<file path="src/rtl/bcd_seg_pkg.sv">
// Shared types and constants for the two-digit BCD seven-segment counter.
//
// Contents:
//   bcd_t      - one BCD digit (legal values 0..9, codes 10..15 unused)
//   seg7_t     - one active-low seven-segment field, bit order a..g MSB..LSB
//   SEG_BLANK  - all segments dark
//   SEG_DIGIT  - glyph table for digits 0..9
package bcd_seg_pkg;

  typedef logic [3:0] bcd_t;
  typedef logic [6:0] seg7_t;

  localparam seg7_t SEG_BLANK = 7'b1111111;

  // Active-low: a 0 bit lights the segment.
  localparam seg7_t SEG_DIGIT [0:9] = '{
    7'b0000001,  // 0
    7'b1001111,  // 1
    7'b0010010,  // 2
    7'b0000110,  // 3
    7'b1001100,  // 4
    7'b0100100,  // 5
    7'b0100000,  // 6
    7'b0001111,  // 7
    7'b0000000,  // 8
    7'b0000100   // 9
  };

endpackage

</file>
<file path="src/rtl/seg7_decoder.sv">
// BCD digit to active-low seven-segment decoder, purely combinational.
//
// Ports:
//   bcd      in  4  BCD digit to display
//   blank_en in  1  force the field dark (used for leading-zero blanking)
//   seg      out 7  segment pattern, a..g MSB..LSB, 0 = lit
//
// Codes 10..15 never come out of the counter; if they ever appear the
// field goes dark rather than showing a garbage pattern.
module seg7_decoder
  import bcd_seg_pkg::*;
(
  input  bcd_t  bcd,
  input  logic  blank_en,
  output seg7_t seg
);

  always_comb begin
    seg = SEG_BLANK;
    if (!blank_en) begin
      case (bcd)
        4'd0:    seg = SEG_DIGIT[0];
        4'd1:    seg = SEG_DIGIT[1];
        4'd2:    seg = SEG_DIGIT[2];
        4'd3:    seg = SEG_DIGIT[3];
        4'd4:    seg = SEG_DIGIT[4];
        4'd5:    seg = SEG_DIGIT[5];
        4'd6:    seg = SEG_DIGIT[6];
        4'd7:    seg = SEG_DIGIT[7];
        4'd8:    seg = SEG_DIGIT[8];
        4'd9:    seg = SEG_DIGIT[9];
        default: seg = SEG_BLANK;
      endcase
    end
  end

endmodule

</file>
<file path="src/rtl/bcd_seg_counter.sv">
// Free-running two-digit BCD up-counter (0..MAX_COUNT) driving an
// active-low two-digit seven-segment display bus.
//
// Parameters:
//   MAX_COUNT  terminal count, legal 1..99 (default 99)
//
// Ports:
//   clk     in   1   system clock, state updates on rising edge
//   rst     in   1   asynchronous active-high reset, priority over clk
//   result  out  14  [13:7] tens segments, [6:0] units segments
//
// Build option:
//   BCD_SEG_COUNTER_SATURATE_EN  when defined the counter holds at
//   MAX_COUNT until reset; otherwise (default) it wraps to 0.
//
// result is decoded combinationally from the count registers, so it
// changes in the same cycle as the count. The tens field is blanked
// while tens is 0 (leading-zero suppression); units always shows.
module bcd_seg_counter
  import bcd_seg_pkg::*;
#(
  parameter int MAX_COUNT = 99
) (
  input  logic        clk,
  input  logic        rst,
  output logic [13:0] result
);

  localparam bcd_t MAX_TENS  = bcd_t'(MAX_COUNT / 10);
  localparam bcd_t MAX_UNITS = bcd_t'(MAX_COUNT % 10);

  bcd_t  tens;
  bcd_t  units;
  logic  at_max;
  seg7_t tens_seg;
  seg7_t units_seg;

  assign at_max = (tens == MAX_TENS) && (units == MAX_UNITS);

  always_ff @(posedge clk or posedge rst) begin
    if (rst) begin
      tens  <= 4'd0;
      units <= 4'd0;
    end else if (at_max) begin
`ifdef BCD_SEG_COUNTER_SATURATE_EN
      tens  <= tens;
      units <= units;
`else
      tens  <= 4'd0;
      units <= 4'd0;
`endif
    end else if (units == 4'd9) begin
      // Decimal carry from units into tens.
      units <= 4'd0;
      tens  <= tens + 4'd1;
    end else begin
      units <= units + 4'd1;
    end
  end

  seg7_decoder u_tens_dec (
    .bcd      (tens),
    .blank_en (tens == 4'd0),
    .seg      (tens_seg)
  );

  seg7_decoder u_units_dec (
    .bcd      (units),
    .blank_en (1'b0),
    .seg      (units_seg)
  );

  assign result = {tens_seg, units_seg};

endmodule

</file>
<file path="config.mk">
export PLATFORM = sky130hd
export DESIGN_NAME = bcd_seg_counter
export DESIGN_NICKNAME = d
export VERILOG_FILES = /design/src/rtl/bcd_seg_pkg.sv /design/src/rtl/seg7_decoder.sv /design/src/rtl/bcd_seg_counter.sv
export SDC_FILE = /design/constraint.sdc
export NUM_CORES = 1
export LEC_CHECK = 0
export CAP_MARGIN = 20
export CORE_ASPECT_RATIO = 1.4
export CORE_MARGIN = 4
export CORE_UTILIZATION = 40
export CTS_CLUSTER_SIZE = 20
export DETAILED_ROUTE_END_ITERATION = 12
export PLACE_DENSITY = 0.65
export RECOVER_POWER = 50
export SYNTH_ARGS = -nofsm -noshare
export SYNTH_HDL_FRONTEND = slang
export SYNTH_SLANG_ARGS = --single-unit
</file>
<file path="constraint.sdc">
create_clock -name clk -period 2.1 [get_ports clk]
set_input_delay 0.315 -clock clk [delete_from_list [all_inputs] [get_ports clk]]
set_output_delay 0.315 -clock clk [all_outputs]
set_load 0.02 [all_outputs]
</file>
* Word-level counts from Yosys, hierarchy flattened
Memory sizes are Yosys's and may differ from the RTL's. Index checks and enable logic that the tools add are counted. Widths: inputs -> output; s select.
Storage, ports and cells: flip-flop bits (word level) 8, memory bits (read-only) 224, memories 2, bits of input ports 2, logic and storage cells 16
Memories:
- (no name shown) | depth 16, width 7, read ports 1, clocked after Yosys merged registers in 0, write ports 0, line seg7_decoder.sv:21 | case (bcd)
- (no name shown) | depth 16, width 7, read ports 1, clocked after Yosys merged registers in 0, write ports 0, line seg7_decoder.sv:21
Cells by class: reduce and logical (&&, ||, !) cells 3, muxes and demuxes 5, add/sub/neg operators 2, equality and inequality tests 2
Operator list (count):
- $mux 4 | 4
- $add 4x1->4 const B | 2
- $eq 4x4->1 const B | 2
- $mux 7 | 1
- $logic_not 4->1 | 1
- $reduce_bool 2->1 | 1
- $logic_and 1x1->1 | 1

* Logic depth before layout (Yosys ltp)
depth after elaboration 3, depth in mapped cells 6, depth with buffers taken out 5

* Cells and area by module
A second synthesis with hierarchy kept.
Second synthesis, totals: cell total of the unflattened synthesis 111, area total of the unflattened synthesis 934.6 um2
Modules (own cells, without submodules):
- seg7_decoder | sequential area each 0.0 um2, area an instance 235.2 um2, times used 2, cells an instance 33
- bcd_seg_counter | sequential area each 200.2 um2, area an instance 464.2 um2, times used 1, cells an instance 45

* Worst setup path after synthesis
No wires, ideal clock.
path type register to output, start point reg tens[1], end point out result[12], data arrival time 1.361 ns, path slack 0.424 ns, stages on the path, launching flop included 5, cells stage by stage dfrtp_1 > inv_1 > ha_1 > nor2_1 > o31ai_1
Between the ends: word-level cells in the longest chain between the ends 2, elaborated cells between the ends (all ways) 3, classes of those cells mux (1); reduce/logical (1); memory (1)
Ends and longest elaborated chain:
- from (decl) | line bcd_seg_counter.sv:32 | bcd_t tens;
- from (signal assigned) | line bcd_seg_counter.sv:55 | tens <= tens + 4'd1;
- $mem_v2 16x7 / $logic_not 4->1 (equally long branches)
- $mux 7 (*) | line seg7_decoder.sv:20 | if (!blank_en) begin
- to (decl) | line bcd_seg_counter.sv:26 | output logic [13:0] result
Mark *: on every way between the ends. The rest lies on a longest branch, timed or not.

* Final worst setup path
start point reg tens[1], end point out result[7]
Same word-level chain as after synthesis.

==> results.json <==
{
  "timing.rr.end": "tens[0]",
  "cp_slowest_cell": "dfrtp_1",
  "die_w_um": 44.9,
  "setup_tns_ns": 0,
  "overflow": 0,
  "finalHoldViolations": 0,
  "post_cts_buffers": 0,
  "grt_max_degree": 16,
  "design_area_um2": 963,
  "avgSynthCellArea_um2": 7.78,
  "critPathMaxFanout": 4,
  "place.gp.congestion": 0.790,
  "synth_common_cells": "o21ai_0, ha_1, nor2_1, inv_1, dfrtp_1",
  "ir_drop_mv": 0.220,
  "totalWireLength_um": 1700,
  "track_usage_pct": 15.1,
  "ys_seq_area_share_pct": 26.3,
  "ant_nets": 0,
  "area_growth_pct": 26.4,
  "synth_top_area_cell": "dfrtp_1",
  "synth-main-ff-cell": "dfrtp_1",
  "leakagePower_nw": 0.480,
  "io_buffers": 15,
  "viasPerCell": 5.35,
  "async_reset_ff_share_pct": 100,
  "crit_required_ns": 1.78,
  "cap_viol_max_count": 0,
  "dpl.hpwl_um": 1360,
  "rsz0062_at_grt": "no",
  "die-height_um": 59.6,
  "synth.area.top_cells": "dfrtp_1, ha_1, o21ai_0",
  "end_kind": "output port",
  "first_pass_iters": 4,
  "netlist.area_leader.share_pct": 26.3,
  "yosysWarnings": 0,
  "period_needed_ns": 1.97,
  "clock_latency_ns": 0.26,
  "cts_max_level": 1,
  "cp_slowest_stage_delay_ns": 0.38,
  "clock_sinks": 8,
  "r2r_start": "units[1]",
  "finalCritPeriodShare_pct": 93.7,
  "hold_class": "input pin to async pin",
  "synth_edf_count": 0,
  "start_util_pct": 42.8,
  "finalClockSkew_ns": 0.0105,
  "drv_slew": 0,
  "nNetsFinal": 132,
  "crit_type": "register to output port",
  "slew_headroom_pct": 75.4,
  "final_layout_size_suffix_gt1_share_pct": 17.8,
  "grt_antenna_before_repair": 0,
  "clock_path_buffers": 2,
  "ys_ff_latch": 8,
  "whs_ns": 0.439,
  "diodes": 0,
  "syn_area_um2": 762,
  "setup_viol": 0,
  "grt_pass1_vias": 689,
  "cts_root_buffer": "clkbuf_4",
  "worstMarginPinSlew_ns": 0.364,
  "drtIter0Drc": 6,
  "rows": 18,
  "outcome": "completed",
  "synth.most_common_cell": "o21ai_0",
  "fmax_mhz": 508,
  "ff2ff_path_depth": 6,
  "cts_made_buffers": 3,
  "ios": 16,
  "drc": 0,
  "cp-start-kind": "register",
  "vias": 738,
  "die_area_mm2": 0.00268,
  "clk_pin_slew_ns": 0.06,
  "power.density_mw_per_mm2": 287,
  "grt_pass1_wl_um": 2970,
  "cts_tree": "done",
  "fin_total_pwr_mw": 0.277,
  "post_dp_cell_area_um2": 958,
  "syn_inst": 98,
  "cp_cell_sequence": "inv_1 > ha_2 > nor2_2 > a21oi_1 > o22a_1 > dlygate4sd2_1",
  "cp.arrival_ns": 1.65,
  "synth_fp_nets": 110,
  "synth_cell_types": 30,
  "post_drt_wl_per_cell_um": 12.3,
  "coreArea_mm2": 0.00178,
  "r2r_setup_slack_ns": 0.55
}
per-stage QoR:
stage	worst slack [ns]	std cells	utilization, %
finish	0.132	138	54.1
global route	0.0145	138	54.1
CTS	0.0106	138	54.4
detailed placement	0.0618	135	53.9
global placement	0.0400	135	53.9
floorplan	0.424	98	-
final cells by class:
class,instances,area (µm²)
clock buffer,3,22.5
fill,192,816
inverter,9,33.8
multi-input combinational,76,505
sequential,8,204
tap,20,25.0
timing repair buffer,22,173
flip-flops by register name, indices dropped and copies added, names as in the netlist:
| signal | count |
|---|---|
| units | 4 |
| tens | 4 |
metal layers:
metal / up-vias / wire, µm / track usage, %
li1: 374 / - / -
met1: 347 / 670 / 15.8
met2: 15 / 918 / 27.7
met3: 2 / 98 / 2.74
met4: 0 / 10 / 7.53
met5: - / 0 / 0
worst max-delay path: cells and delay by family (launching register included):
kind	cells	cell delay, ns
buffers and inverters	2	0.44
DFF	1	0.38
AOI/OAI and AO/OA	2	0.29
adders and majority gates	1	0.23
and+or+nand+nor	1	0.06
power by group:
group          total, mW  internal [mW]  switching, mW
combinational    0.00445        0.00136        0.00308
clock              0.118         0.0654         0.0527
sequential         0.154          0.154              0
total              0.277          0.221         0.0558
cells by family after synthesis:
logic type	Yosys count	synth area share, %
xor gates and xnor gates	2	2.30
and+or+nand+nor	33	21.2
DFF	8	26.3
adders and majority gates	10	16.4
buffers and inverters	14	8.54
AOI/OAI and AO/OA	31	25.3
how the worst max path moves through the flow:
stage / startpoint / end / slack [ns] / depth (start not counted)
after floorplan: tens[1] / result[12] / 0.42 / 4
after global placement: units[0] / result[3] / 0.04 / 5
after detailed placement: units[0] / result[3] / 0.06 / 5
after CTS: units[0] / result[6] / 0.01 / 5
after global routing: tens[1] / result[7] / 0.01 / 6
final: tens[1] / result[7] / 0.13 / 6
cell usage in the layout, fill, tap and decap left out, drive strengths merged, types with 2 or more instances in the layout:
cell / count
clkbuf: 8
dlygate4sd2: 7
nand3: 2
buf: 6
clkdlybuf4s15: 2
nor2: 10
a21oi: 7
o22a: 2
nor3: 3
dfrtp: 8
ha: 10
o21ai: 12
xnor2: 2
o31ai: 2
nand2b: 6
inv: 9
nand2: 7
what timing repair did:
action / in CTS / in global routing
pin swaps: 0 / 0
gates resized for setup: 15 / 18
hold endpoints to repair: 0 / 0
setup endpoints to repair: 13 / 8
cloned: 0 / 0
hold buffers: 0 / 0
Note: power is estimated with default switching activity, not from simulation.
